## config.mk

```make
export PLATFORM = sky130hd
export DESIGN_NAME = axis_constant_burst
export DESIGN_NICKNAME = d
export VERILOG_FILES = /design/src/rtl/axis_constant_burst.sv
export SDC_FILE = /design/constraint.sdc
export NUM_CORES = 1
export LEC_CHECK = 0
export CAP_MARGIN = 10
export CORE_AREA = 2 2 91 159
export CTS_BUF_LIST = sky130_fd_sc_hd__clkbuf_4 sky130_fd_sc_hd__clkbuf_8
export CTS_CLUSTER_SIZE = 30
export DETAILED_ROUTE_END_ITERATION = 10
export DIE_AREA = 0 0 93 161
export DONT_BUFFER_PORTS = 1
export GPL_TIMING_DRIVEN = 0
export HOLD_SLACK_MARGIN = 0.08
export PLACE_DENSITY = 0.71
export SLEW_MARGIN = 20
export SYNTH_ARGS = -nofsm -noshare
export SYNTH_HDL_FRONTEND = slang
export SYNTH_SLANG_ARGS = --single-unit
export TNS_END_PERCENT = 100
```

## constraint.sdc

```tcl
create_clock -name aclk -period 5.17 [get_ports aclk]
set_input_delay 0.7755 -clock aclk [delete_from_list [all_inputs] [get_ports aclk]]
set_output_delay 0.7755 -clock aclk [all_outputs]
set_load 0.02 [all_outputs]
```

## src/rtl/axis_constant_burst.sv

```systemverilog
// Double-buffered multi-channel constant AXI4-Stream source with continuous and counted burst modes.
// Define AXIS_CONSTANT_RAMP_EN to add cfg_step and a per-channel increment after every transfer.
module axis_constant_burst #(
    parameter int unsigned AXIS_TDATA_WIDTH = 32,
    parameter int unsigned CHANNELS         = 2,
    parameter int unsigned CNT_WIDTH        = 32
) (
    input  logic                                 aclk,
    input  logic                                 areset,
    input  logic [CHANNELS*AXIS_TDATA_WIDTH-1:0] cfg_data,
`ifdef AXIS_CONSTANT_RAMP_EN
    input  logic [CHANNELS*AXIS_TDATA_WIDTH-1:0] cfg_step,
`endif
    input  logic                                 cfg_load,
    input  logic                                 cfg_mode,
    input  logic [CNT_WIDTH-1:0]                 cfg_count,
    input  logic                                 start,
    input  logic                                 stop,
    output logic                                 busy,
    output logic [CHANNELS*AXIS_TDATA_WIDTH-1:0] m_axis_tdata,
    output logic                                 m_axis_tvalid,
    input  logic                                 m_axis_tready,
    output logic                                 m_axis_tlast
);

    localparam int unsigned DW = CHANNELS * AXIS_TDATA_WIDTH;
    localparam logic [CNT_WIDTH-1:0] CntOne = CNT_WIDTH'(1);

    typedef enum logic {StIdle, StRun} state_e;

    state_e                 r_state;
    state_e                 w_state_next;
    logic [DW-1:0]          r_shadow;
    logic [DW-1:0]          r_active;
    logic [DW-1:0]          w_active_next;
    logic                   r_reload_pend;
    logic                   r_mode;
    logic                   w_mode_next;
    logic [CNT_WIDTH-1:0]   r_count;
    logic [CNT_WIDTH-1:0]   w_count_next;
    logic                   r_stop_pend;
    logic                   w_stop_pend_next;
    logic                   r_tvalid;
    logic                   w_tvalid_next;
    logic                   r_tlast;
    logic                   w_tlast_next;
    logic                   w_xfer;
    logic                   w_slot_free;
    logic                   w_start_ok;

    assign w_xfer      = r_tvalid && m_axis_tready;
    assign w_slot_free = !r_tvalid || m_axis_tready;
    assign w_start_ok  = start && (!cfg_mode || (cfg_count != '0));

`ifdef AXIS_CONSTANT_RAMP_EN
    logic [DW-1:0] r_step;
    logic [DW-1:0] w_ramp;

    always_comb begin
        w_ramp = '0;
        for (int unsigned c = 0; c < CHANNELS; c++) begin
            w_ramp[c*AXIS_TDATA_WIDTH +: AXIS_TDATA_WIDTH] =
                r_active[c*AXIS_TDATA_WIDTH +: AXIS_TDATA_WIDTH] +
                r_step[c*AXIS_TDATA_WIDTH +: AXIS_TDATA_WIDTH];
        end
    end

    always_ff @(posedge aclk or posedge areset) begin
        if (areset) begin
            r_step <= '0;
        end else if (cfg_load) begin
            r_step <= cfg_step;
        end
    end
`endif

    // A pending reload always beats the ramp increment on the same edge.
    always_comb begin
        w_active_next = r_active;
`ifdef AXIS_CONSTANT_RAMP_EN
        if (w_xfer) begin
            w_active_next = w_ramp;
        end
`endif
        if (w_slot_free && r_reload_pend) begin
            w_active_next = r_shadow;
        end
    end

    always_ff @(posedge aclk or posedge areset) begin
        if (areset) begin
            r_shadow      <= '0;
            r_active      <= '0;
            r_reload_pend <= 1'b0;
        end else begin
            r_active <= w_active_next;
            if (cfg_load) begin
                r_shadow      <= cfg_data;
                r_reload_pend <= 1'b1;
            end else if (w_slot_free) begin
                r_reload_pend <= 1'b0;
            end
        end
    end

    always_comb begin
        w_state_next     = r_state;
        w_mode_next      = r_mode;
        w_count_next     = r_count;
        w_stop_pend_next = r_stop_pend;
        w_tvalid_next    = r_tvalid;
        w_tlast_next     = r_tlast;
        unique case (r_state)
            StIdle: begin
                w_tvalid_next    = 1'b0;
                w_tlast_next     = 1'b0;
                w_stop_pend_next = 1'b0;
                // start wins over a coincident stop, so stop is simply not looked at here
                if (w_start_ok) begin
                    w_state_next  = StRun;
                    w_mode_next   = cfg_mode;
                    w_count_next  = cfg_mode ? cfg_count : '0;
                    w_tvalid_next = 1'b1;
                    w_tlast_next  = cfg_mode && (cfg_count == CntOne);
                end
            end
            StRun: begin
                if (!r_mode) begin
                    w_tlast_next = 1'b0;
                    if (stop) begin
                        w_stop_pend_next = 1'b1;
                    end
                    if ((r_stop_pend && w_xfer) || (!r_tvalid && (r_stop_pend || stop))) begin
                        w_state_next     = StIdle;
                        w_tvalid_next    = 1'b0;
                        w_stop_pend_next = 1'b0;
                    end else begin
                        w_tvalid_next = 1'b1;
                    end
                end else if (w_xfer && r_tlast) begin
                    w_state_next     = StIdle;
                    w_tvalid_next    = 1'b0;
                    w_tlast_next     = 1'b0;
                    w_count_next     = '0;
                    w_stop_pend_next = 1'b0;
                end else if (w_xfer) begin
                    w_count_next     = r_count - CntOne;
                    w_stop_pend_next = r_stop_pend || stop;
                    w_tlast_next     = ((r_count - CntOne) == CntOne) || r_stop_pend || stop;
                end else begin
                    // Held beat: tlast may only rise, and only because of stop.
                    w_stop_pend_next = r_stop_pend || stop;
                    w_tlast_next     = r_tlast || stop;
                end
            end
            default: begin
                w_state_next = StIdle;
            end
        endcase
    end

    always_ff @(posedge aclk or posedge areset) begin
        if (areset) begin
            r_state     <= StIdle;
            r_mode      <= 1'b0;
            r_count     <= '0;
            r_stop_pend <= 1'b0;
            r_tvalid    <= 1'b0;
            r_tlast     <= 1'b0;
        end else begin
            r_state     <= w_state_next;
            r_mode      <= w_mode_next;
            r_count     <= w_count_next;
            r_stop_pend <= w_stop_pend_next;
            r_tvalid    <= w_tvalid_next;
            r_tlast     <= w_tlast_next;
        end
    end

    assign busy          = (r_state == StRun);
    assign m_axis_tdata  = r_active;
    assign m_axis_tvalid = r_tvalid;
    assign m_axis_tlast  = r_tlast;

endmodule

```

# Word-level counts from Yosys, hierarchy flattened
# Cells that the tools add are included.
[totals]
ff_bits = 166
latch_bits = 0
mem_bits_rw = 0
rom_bits = 0
in_bits = 103
output_inout_bits = 67
word_cells = 64
memories = 0
[op_classes]
add_sub_neg = 1
multipliers = 0
n_div = 0
magnitude_cmp = 0
eq_ne = 7
n_shift = 0
n_mux = 26
bitwise = 1
reduce_logical = 20
[ops]
columns = ["op", "n"]
rows = [
  ["$mux 32", 5],
  ["$eq 32x1->1 const B", 2],
  ["$pmux 32 s2", 1],
  ["$reduce_bool 32->1", 1],
  ["$sub 32x1->32 const B", 1],
  ["$mux 1", 16],
  ["$pmux 1 s2", 4],
  ["$logic_and 1x1->1", 7],
  ["$logic_or 1x1->1", 7],
  ["$ne 4x2->1 const B", 1],
  ["$ne 3x1->1 const B", 1],
  ["$ne 3x2->1 const B", 1],
  ["$reduce_and 3->1", 1],
  ["$logic_not 1->1", 2],
  ["$ne 2x1->1 const B", 1],
  ["$ne 2x2->1 const B", 1],
  ["$reduce_and 2->1", 1],
  ["$reduce_bool 2->1", 1],
  ["$not 1->1", 1],
]

# Logic depth before layout (Yosys ltp)
# Gate-level depths: netlist (run 1).
[depth]
depth_word = 8
mapped_depth = 8
ltp_nobuf = 8

# Worst setup path after synthesis (run 1)
# OpenSTA, ideal clock, no wires.
[synth_timing]
kind = "input -> register"
from = "in cfg_count[4]"
to = "reg r_count[22]"
setup_ns = 0.136
t_arrival_ns = 2.228
slack_ns = 2.807
stages = 7
path_buffers = 2
cell_sequence = "nor4_1 -> nand4_1 -> o31ai_2 -> and2_0 -> clkbuf_1 -> clkbuf_1 -> o21ai_0"
[synth_between]
elab_chain_len = 5
[synth_lines]
columns = ["element", "line", "text"]
rows = [
  ["from (decl)", "16", "input logic [CNT_WIDTH-1:0] cfg_count,"],
  ["$reduce_bool 32->1", "53", "assign w_start_ok = start && (!cfg_mode || (cfg_count != '0));"],
  ["$logic_or 1x1->1", "53", ""],
  ["$logic_and 1x1->1", "53", ""],
  ["$ne 2x2->1 (no source line)", "n/a", ""],
  ["$reduce_and 3->1 (no source line)", "n/a", ""],
  ["to (signal assigned)", "173", "r_count <= w_count_next;"],
  ["to (decl)", "39", "logic [CNT_WIDTH-1:0] r_count;"],
]
# No other way between the ends.
# A chain may end at the register's enable or synchronous reset.

# Worst setup path after layout (run 1)
[layout_timing]
from = "reg r_count[0]"
to = "reg r_tlast (netlist: m_axis_tlast)"
[layout_between]
elab_chain_len = 8
[layout_lines]
columns = ["element", "line", "text"]
rows = [
  ["$sub 32x1->32", "149", "w_tlast_next = ((r_count - CntOne) == CntOne) || r_stop_pend || stop;"],
  ["$eq 32x1->1", "149", ""],
  ["$logic_or 1x1->1 (2 in series)", "149", ""],
  ["$mux 1", "146", "end else if (w_xfer) begin"],
  ["$mux 1", "140", "end else if (w_xfer && r_tlast) begin"],
  ["$mux 1", "128", "if (!r_mode) begin"],
  ["$pmux 1 s2", "113", "unique case (r_state)"],
  ["named net w_tlast_next", "46", "logic w_tlast_next;"],
  ["to (signal assigned)", "176", "r_tlast <= w_tlast_next;"],
  ["to (decl)", "45", "logic r_tlast;"],
]
# The timed path passes the listed nets, and every way through them passes these cells.

==> flow_metrics.tcl, run 1 <==
set metrics [dict create \
    status "finished, final reports clean" \
    syn_to_final_growth_pct 10.4 \
    drc 0 \
    synth_most_common_cell "dfrtp_1" \
    critPathLaunch "r_count[0]$_DFFE_PP0P_" \
    ys_top_cells_by_area "dfrtp_1, mux2_2, o21ai_0" \
    cts_sinks 166 \
    ir_drop_mv 0.299 \
    fin_setup_tns_ns 0 \
    path_clk_slew_ns 0.10 \
    htree_num_levels 4 \
    hold_ws_ns 0.245 \
    ctsResizeCount 0 \
    dominantRegCellSynth "dfrtp_1" \
    synth_seq_area_share 0.564 \
    num_vias 5105 \
    synth_nets 703 \
    synth_top_area_cell "dfrtp_1" \
    grt_overflow 0 \
    n_fill_cell 1091 \
    p_comb_frac 0.303 \
    synth_cells 598 \
    synthAdderAreaFrac 0.00340 \
    cts_tree "built" \
    rsz0062_at_grt "no" \
    cts_root_buf "clkbuf_8" \
    finalSetupViolCount 0 \
    finalCritPeriodShare 0.593 \
    rrSetupSlack_ns 2.11 \
    portBuffers 0 \
    detail-route-antenna-nets 0 \
    post_drt_wl_per_cell_um 22.2 \
    firstDrtPassIters 5 \
    yosys_warnings 0 \
    grt_max_degree 37 \
    tightest_slew_ns 0.926 \
    p_sw_frac 0.428 \
    cap_violations 0 \
    diodes 0 \
    synth_compound_area_frac 0.108 \
    placed_area_um2 7750 \
    cts_hold_buf 0 \
    synthSimpleGateAreaFrac 0.0978 \
    critPathCaptureType "flip-flop" \
    final_area_um2 8130 \
    fin_skew_ns 0.0153 \
    post-cts-setup-buffers 0 \
    slew_headroom 0.378 \
    start_kind "flip-flop" \
    place.gp.congestion 0.950 \
    synth-xor-area-share 0.00475 \
    async_flop_share 1.00 \
    die_x_um 93 \
    dp.cells 781 \
    io_pins 170 \
    r2r-end "m_axis_tlast$_DFF_PP0_" \
    reg2reg_depth 8 \
    muxShareOfSynthArea 0.198 \
    antenna_found_initial 0 \
    synth_edf_count 0 \
    synth_top_family_by_area "multiplexers" \
    pwr-share-clk 0.196 \
    clockBufferDepth 2 \
    powerDensity_nw_per_um2 553 \
    sequentialPowerShare 0.501 \
    clk_latency_ns 0.44 \
    via_per_inst 6.28 \
    arrival_ns 3.45 \
    synth_common_cells "dfrtp_1, mux2_2, o21ai_0" \
    grt_pass1_vias 5485 \
    rows 57 \
    synth_top_area_frac 0.564 \
    p_int_w 0.00257 \
    dieArea_um2 15000 \
    cts_made_buffers 17 \
    final_cells 813 \
    fin_crit_ns 3.06 \
    track_usage 0.244 \
    endpoint "m_axis_tlast$_DFF_PP0_" \
    die_h_um 161 \
    critPathRequiredTime_ns 5.56 \
    hpwl_um 14100 \
    ys_ff_latch 166 \
    max_freq_ghz 0.326 \
    power_w 0.00450 \
    path_max_fanout 8 \
    wl_um 18100 \
    netlist_area_um2 7370 \
    drive_gt1_frac 0.299 \
    synth.distinct_cells 52 \
    p_switching_w 0.00193 \
    reg2reg_from "r_count[0]$_DFFE_PP0P_" \
    hold_viol_final 0 \
    grt_pass1_wl_um 28100 \
    start_util 0.538 \
    power_leakage_nw 3.26 \
    slew_violations 0 \
    path_class "reg2reg" \
    drtIter0Drc 211 \
    min_path_type "in2async" \
    avgSynthCellArea_um2 12.3 \
    nets 728 \
    coreArea_um2 13700 \
]
kinds of logic (layout without fill, tap and decap cells):
logic type,Yosys count,after routing
mux,130,130
simple gates,118,118
flops,166,166
xor+xnor,4,4
fa+ha+maj,2,2
buf+inv,46,84
compound gates,132,132
layer usage:
layer,vias up,GRT usage,share of wire
met4,0,0.150,0.058
met1,2498,0.233,0.33
met3,68,0.0723,0.073
li1,2264,-,-
met5,-,0,0
met2,275,0.446,0.54
sequential cells by signal, indices dropped and copies added, names as in the netlist:
signal,cells
m_axis_tdata,64
r_shadow,64
r_count,32
busy,1
m_axis_tlast,1
m_axis_tvalid,1
r_mode,1
r_reload_pend,1
r_stop_pend,1
through the flow:
stage | setup WS [ns] | util
finish | 2.11 | 0.594
global route | 1.99 | 0.594
CTS | 2.26 | 0.594
detailed placement | 2.15 | 0.566
global placement | 1.59 | 0.555
floorplan | 2.28 | -
how the worst min path moves through the flow:
stage | startpoint | end | cells past startpoint
after floorplan | r_shadow[58]$_DFFE_PP0P_ | r_shadow[58]$_DFFE_PP0P_ | 1
after global placement | r_shadow[60]$_DFFE_PP0P_ | m_axis_tdata[60]$_DFFE_PP0P_ | 1
after detailed placement | r_shadow[22]$_DFFE_PP0P_ | m_axis_tdata[22]$_DFFE_PP0P_ | 1
after CTS | areset | r_count[14]$_DFFE_PP0P_ | 1
after global routing | areset | r_count[11]$_DFFE_PP0P_ | 1
final | areset | r_count[11]$_DFFE_PP0P_ | 1
worst max-delay path, stage by stage (launching register included):
cell and delay [ns]:
dfrtp_1 0.46, inv_1 0.14, ha_1 0.32, nor3b_1 0.48, nand3_2 0.29, nor3_2 0.49
o32ai_1 0.19, nor4_1 0.42, a31o_1 0.21
cell usage in the layout (no fill, tap or decap), types with 6 or more instances in the layout:
cell type   instances
clkbuf_8           17
mux2_2            129
inv_1              14
a22oi_1            20
a21oi_1            26
nand4_1             6
o21ai_0            46
nor2_1             30
a32oi_1             8
o22ai_1             6
nand3_1             7
nor4_1             11
nand2_1            13
dfrtp_1           166
clkinvlp_4          6
nor3_1             12
clkbuf_1           26
o21ai_1            13
power by group through the flow:
stage	combinational, W	clock, W	sequential (W)
floorplan	0.00102	0	0.00216
global placement	0.00127	0	0.00226
detailed placement	0.00134	0	0.00228
CTS	0.00135	0.000909	0.00225
global route	0.00149	0.000961	0.00230
finish	0.00137	0.000881	0.00225
final cells by class:
cell class / count / area (µm²) / share of cell area
buffer: 31 / 123 / 0.0151
clock buffer: 18 / 241 / 0.0297
clock inverter: 14 / 139 / 0.0171
inverter: 15 / 60.1 / 0.00738
multi-input combinational: 386 / 3040 / 0.373
sequential: 166 / 4150 / 0.511
tap: 177 / 221 / 0.0272
timing repair buffer: 6 / 158 / 0.0194
No activity file was read; power rests on OpenSTA's default activity.
==> run 2: changes to the inputs <==
==> constraint.sdc (replaced) <==
create_clock -name aclk -period 2.7 [get_ports aclk]
set_input_delay 0.405 -clock aclk [delete_from_list [all_inputs] [get_ports aclk]]
set_output_delay 0.405 -clock aclk [all_outputs]
set_load 0.02 [all_outputs]
==> flow_metrics.tcl, run 2 (synthesized netlist as in run 1, its figures left out) <==
set metrics [dict create \
    grt_overflow 0 \
    firstDrtPassIters 7 \
    tightest_slew_ns 0.700 \
    p_int_w 0.00496 \
    cpPeakStageDelay_ns 0.54 \
    detail-route-antenna-nets 0 \
    finalSetupViolCount 0 \
    die_h_um 161 \
    fin_skew_ns 0.0200 \
    crit_chain "inv_1 -> ha_1 -> or3b_2 -> nor3_2 -> xnor2_1 -> nand2_1 -> nor4_2 -> a31o_1" \
    preCtsSetupSlack_ns -0.165 \
    hold_ws_ns 0.111 \
    track_usage 0.246 \
    worst_slack_ns 0.106 \
    p_sw_frac 0.429 \
    dieArea_um2 15000 \
    layout_commonest_cell "dfrtp_1" \
    finalCritPeriodShare 0.961 \
    clockBufferDepth 2 \
    path_max_fanout 8 \
    num_vias 5157 \
    post_drt_wl_per_cell_um 21.8 \
    min_path_type "in2reg" \
    n_fill_cell 1060 \
    p_comb_frac 0.308 \
    cp_slowest_cell "or3b_2" \
    hpwl_um 14100 \
    cts_made_buffers 17 \
    diodes 0 \
    cts_sinks 166 \
    cts_root_buf "clkbuf_8" \
    power_leakage_nw 3.38 \
    grt_util_met1 0.238 \
    drtIter0Drc 258 \
    path_class "reg2reg" \
    sequentialPowerShare 0.497 \
    die_x_um 93 \
    via_per_inst 6.15 \
    dp.cells 781 \
    final_cell_mix "dfrtp_1, mux2_2, o21ai_0, nor2_1" \
    antenna_found_initial 0 \
    rsz0062_at_grt "no" \
    place.gp.congestion 0.950 \
    grtUsageMet3 0.0695 \
    start_kind "flip-flop" \
    fin_crit_ns 2.59 \
    htree_num_levels 4 \
    cap_violations 0 \
    wl_um 18300 \
    clk_latency_ns 0.44 \
    hold_viol_final 0 \
    drc 0 \
    nets 753 \
    drive_gt1_frac 0.293 \
    grt_max_degree 37 \
    portBuffers 0 \
    coreArea_um2 13700 \
    arrival_ns 2.98 \
    slew_headroom 0.530 \
    slew_violations 0 \
    crit_family "simple AND/OR/NAND/NOR gates" \
    syn_to_final_growth_pct 14.2 \
    p_switching_w 0.00373 \
    critPathCaptureType "flip-flop" \
    use_met2 0.455 \
    ir_drop_mv 0.567 \
    cts_tree "built" \
    max_freq_ghz 0.386 \
    start_util 0.538 \
    powerDensity_nw_per_um2 1030 \
    pwr-share-clk 0.195 \
    rows 57 \
    grt_pass1_wl_um 28500 \
    critPathRequiredTime_ns 3.08 \
    status "finished, final reports clean" \
    busiest_layer "met2" \
    io_pins 170 \
    cp_num_buf_inv 1 \
    path_clk_slew_ns 0.10 \
    final_cells 838 \
    grt_pass1_vias 5525 \
]
==> run 2: timing repair <==
action,4_1_cts,5_1_grt
hold buffers,12,13
resized for setup,3,3
setup endpoints to repair,1,18
hold endpoints to repair,31,13
gates cloned,0,0
buffers inserted,0,0
==> run 2: per-layer routing <==
layer,up-vias,part of all wire
met5,-,0
met2,250,0.55
met4,0,0.049
li1,2309,-
met3,60,0.067
met1,2538,0.34
==> run 2: power by group through the flow <==
stage	Combinational [W]	Sequential, W	Clock (W)
floorplan	0.00196	0.00413	0
global placement	0.00244	0.00433	0
detailed placement	0.00257	0.00437	0
CTS	0.00261	0.00432	0.00174
global route	0.00292	0.00442	0.00184
finish	0.00268	0.00432	0.00169
==> run 2: worst register-to-register path, stage by stage (launching register included) <==
cell	delay, ns
dfrtp_1	0.46
inv_1	0.14
ha_1	0.35
or3b_2	0.55
nor3_2	0.25
xnor2_1	0.15
nand2_1	0.12
nor4_2	0.35
a31o_1	0.19
==> run 2: metrics by stage <==
step                      utilization  setup TNS [ns]  area [µm²]  power, W
after floorplan                     -               0        7370   0.00609
after global placement          0.555          -83.58        7600   0.00677
after detailed placement        0.566          -0.165        7750   0.00694
after CTS                       0.604               0        8270   0.00867
after global routing            0.615               0        8420   0.00917
final                           0.615               0        8420   0.00869
==> run 2: cell type report <==
type / count / area, µm² / area share
plain buffers: 31 / 123 / 0.0146
clock buffers: 18 / 241 / 0.0287
clock inverters: 14 / 139 / 0.0165
inverters: 15 / 60.1 / 0.00714
multi-input cells: 386 / 3070 / 0.365
flip-flops and latches: 166 / 4150 / 0.494
well taps: 177 / 221 / 0.0263
repair buffers: 31 / 408 / 0.0485
==> run 2: worst paths after layout <==
kind | startpoint | endpoint | slack, ns | cells after the start
worst max-delay path | r_count[0]$_DFFE_PP0P_ | m_axis_tlast$_DFF_PP0_ | 0.11 | 8
worst min-delay path | cfg_data[31] | r_shadow[31]$_DFFE_PP0P_ | 0.11 | 1
worst max register to register | r_count[0]$_DFFE_PP0P_ | m_axis_tlast$_DFF_PP0_ | 0.11 | 8
worst min register to register | r_shadow[18]$_DFFE_PP0P_ | m_axis_tdata[18]$_DFFE_PP0P_ | 0.51 | 1
max in group asynchronous | areset | m_axis_tdata[63]$_DFFE_PP0P_ | 1.32 | 5
min in group asynchronous | areset | r_count[14]$_DFFE_PP0P_ | 0.49 | 2
==> run 3: changes to the inputs <==
--- a/config.mk
+++ b/config.mk
@@ -12,7 +12,6 @@
 export DETAILED_ROUTE_END_ITERATION = 10
 export DIE_AREA = 0 0 93 161
 export DONT_BUFFER_PORTS = 1
-export GPL_TIMING_DRIVEN = 0
 export HOLD_SLACK_MARGIN = 0.08
 export PLACE_DENSITY = 0.71
 export SLEW_MARGIN = 20
==> flow_metrics.tcl, run 3 (synthesized netlist as in run 1, its figures left out) <==
set metrics [dict create \
    die_x_um 93 \
    reg2reg_depth 8 \
    cp_slowest_cell "or3b_2" \
    clockBufferDepth 2 \
    power_w 0.00868 \
    critPathCaptureType "flip-flop" \
    hpwl_um 12200 \
    dieArea_um2 15000 \
    drtIter0Drc 238 \
    ir_drop_mv 0.575 \
    detail-route-antenna-nets 0 \
    cap_violations 0 \
    finalCritPeriodShare 0.919 \
    preCtsSetupSlack_ns 0.166 \
    grt_pass1_wl_um 27500 \
    max_freq_ghz 0.403 \
    cts_sinks 166 \
    grt_pass1_vias 5376 \
    power_leakage_nw 3.40 \
    cts_made_buffers 17 \
    slew_violations 0 \
    rows 57 \
    violations "negative hold slack" \
    clk_latency_ns 0.44 \
    cp_num_buf_inv 1 \
    io_pins 170 \
    start_util 0.538 \
    crit_family "simple AND/OR/NAND/NOR gates" \
    powerDensity_nw_per_um2 1030 \
    worst_slack_ns 0.219 \
    die_h_um 161 \
    final_cell_mix "dfrtp_1, mux2_2, o21ai_0, dlygate4sd3_1, nor2_1" \
    grt_max_degree 167 \
    critPathRequiredTime_ns 3.08 \
    start_kind "flip-flop" \
    tightest_slew_ns 0.971 \
    fin_crit_ns 2.48 \
    firstDrtPassIters 6 \
    cts_root_buf "clkbuf_8" \
    cts_tree "built" \
    syn_to_final_growth_pct 13.9 \
    diodes 0 \
    post-route-util 0.613 \
    path_clk_slew_ns 0.09 \
    num_vias 5092 \
    via_per_inst 6.16 \
    status "complete, but fails checks" \
    hold_viol_final 4 \
    r2r-end "m_axis_tlast$_DFF_PP0_" \
    rsz0062_at_grt "no" \
    finalSetupViolCount 0 \
    arrival_ns 2.86 \
    min_path_type "in2async" \
    drive_gt1_frac 0.302 \
    crit_chain "inv_1 -> ha_1 -> or3b_2 -> nor3_1 -> xnor2_1 -> nand2_1 -> nor4_1 -> a31o_1" \
    fin_skew_ns 0.0168 \
    post_drt_wl_per_cell_um 21.1 \
    htree_num_levels 4 \
    antenna_found_initial 0 \
    hold_ws_ns -0.0237 \
    n_fill_cell 1057 \
    grt_overflow 0 \
    rrSetupSlack_ns 0.22 \
    portBuffers 0 \
    path_max_fanout 8 \
    reg2reg_from "r_count[0]$_DFFE_PP0P_" \
    cpPeakStageDelay_ns 0.51 \
    place.gp.congestion 0.968 \
    nets 741 \
    track_usage 0.236 \
    post-cts-setup-buffers 0 \
    layout_commonest_cell "dfrtp_1" \
    slew_headroom 0.353 \
    drc 0 \
    wl_um 17400 \
    fin_setup_tns_ns 0 \
    coreArea_um2 13700 \
    path_class "reg2reg" \
]
==> run 3: cell types whose count changed in the layout (fill, tap and decap cells not counted), moves of 2 or more <==
cell and delta:
clkinvlp_4 -5, inv_6 -2, buf_16 -5, buf_4 +11, dlygate4sd3_1 +11, clkinv_4 +4
clkbuf_1 -26, buf_12 +2, inv_8 +3, buf_2 -5
==> run 3: metal layers <==
layer,vias up,track usage,wire length (µm)
met5,-,0,0
met4,0,0.124,830
met3,57,0.0620,1150
met2,223,0.420,9400
met1,2530,0.252,6050
li1,2282,-,-
==> run 3: final cells by class <==
type	count	area, µm²	share of cell area
Clock buffer	18	248	0.0295
Clock inverter	14	153	0.0182
Inverter	15	60.1	0.00715
Multi-Input combinational cell	386	3060	0.364
Sequential cell	166	4150	0.495
Tap cell	177	221	0.0264
Timing Repair Buffer	50	503	0.0599
==> run 3: worst max-delay path by stage <==
stage | slack (ns) | endpoint | from | cells after the start
final | 0.22 | m_axis_tlast$_DFF_PP0_ | r_count[0]$_DFFE_PP0P_ | 8
after global routing | 0.05 | r_count[28]$_DFFE_PP0P_ | r_count[0]$_DFFE_PP0P_ | 8
after CTS | 0.16 | r_count[28]$_DFFE_PP0P_ | r_count[0]$_DFFE_PP0P_ | 8
after detailed placement | 0.17 | r_count[28]$_DFFE_PP0P_ | r_count[0]$_DFFE_PP0P_ | 8
after global placement | 0.27 | m_axis_tlast$_DFF_PP0_ | r_count[0]$_DFFE_PP0P_ | 8
after floorplan | 0.18 | busy$_DFF_PP0_ | areset | 1
==> run 3: worst register-to-register path: cells and delay by family, from the launching register on <==
kind | cells | cell delay, ns
buffers and inverters | 1 | 0.13
adders and majority gates | 1 | 0.30
xor gates and xnor gates | 1 | 0.16
AOI/OAI and AO/OA | 1 | 0.18
and+or+nand+nor | 4 | 1.20
DFF | 1 | 0.45
==> run 3: power breakdown <==
group | switching, W | leakage, nW | total, W | internal, W
clock network | 0.00102 | 0.205 | 0.00174 | 0.000723
logic | 0.00144 | 1.21 | 0.00259 | 0.00115
registers | 0.00119 | 1.99 | 0.00435 | 0.00316
==> run 3: through the flow <==
stage	std cells	hold slack [ns]	instance area, µm²
floorplan	598	0.477	7370
global placement	758	0.481	7630
detailed placement	758	0.489	7630
CTS	826	0.0817	8390
global route	826	0.0818	8400
finish	826	-0.0237	8400
==> run 3: timing repair <==
| action | 4_1_cts | 5_1_grt |
|---|---|---|
| gates resized for setup | 0 | 1 |
| endpoints found under the hold margin | 36 | 0 |
| setup endpoints to repair | 0 | 4 |
| hold buffers | 36 | 0 |
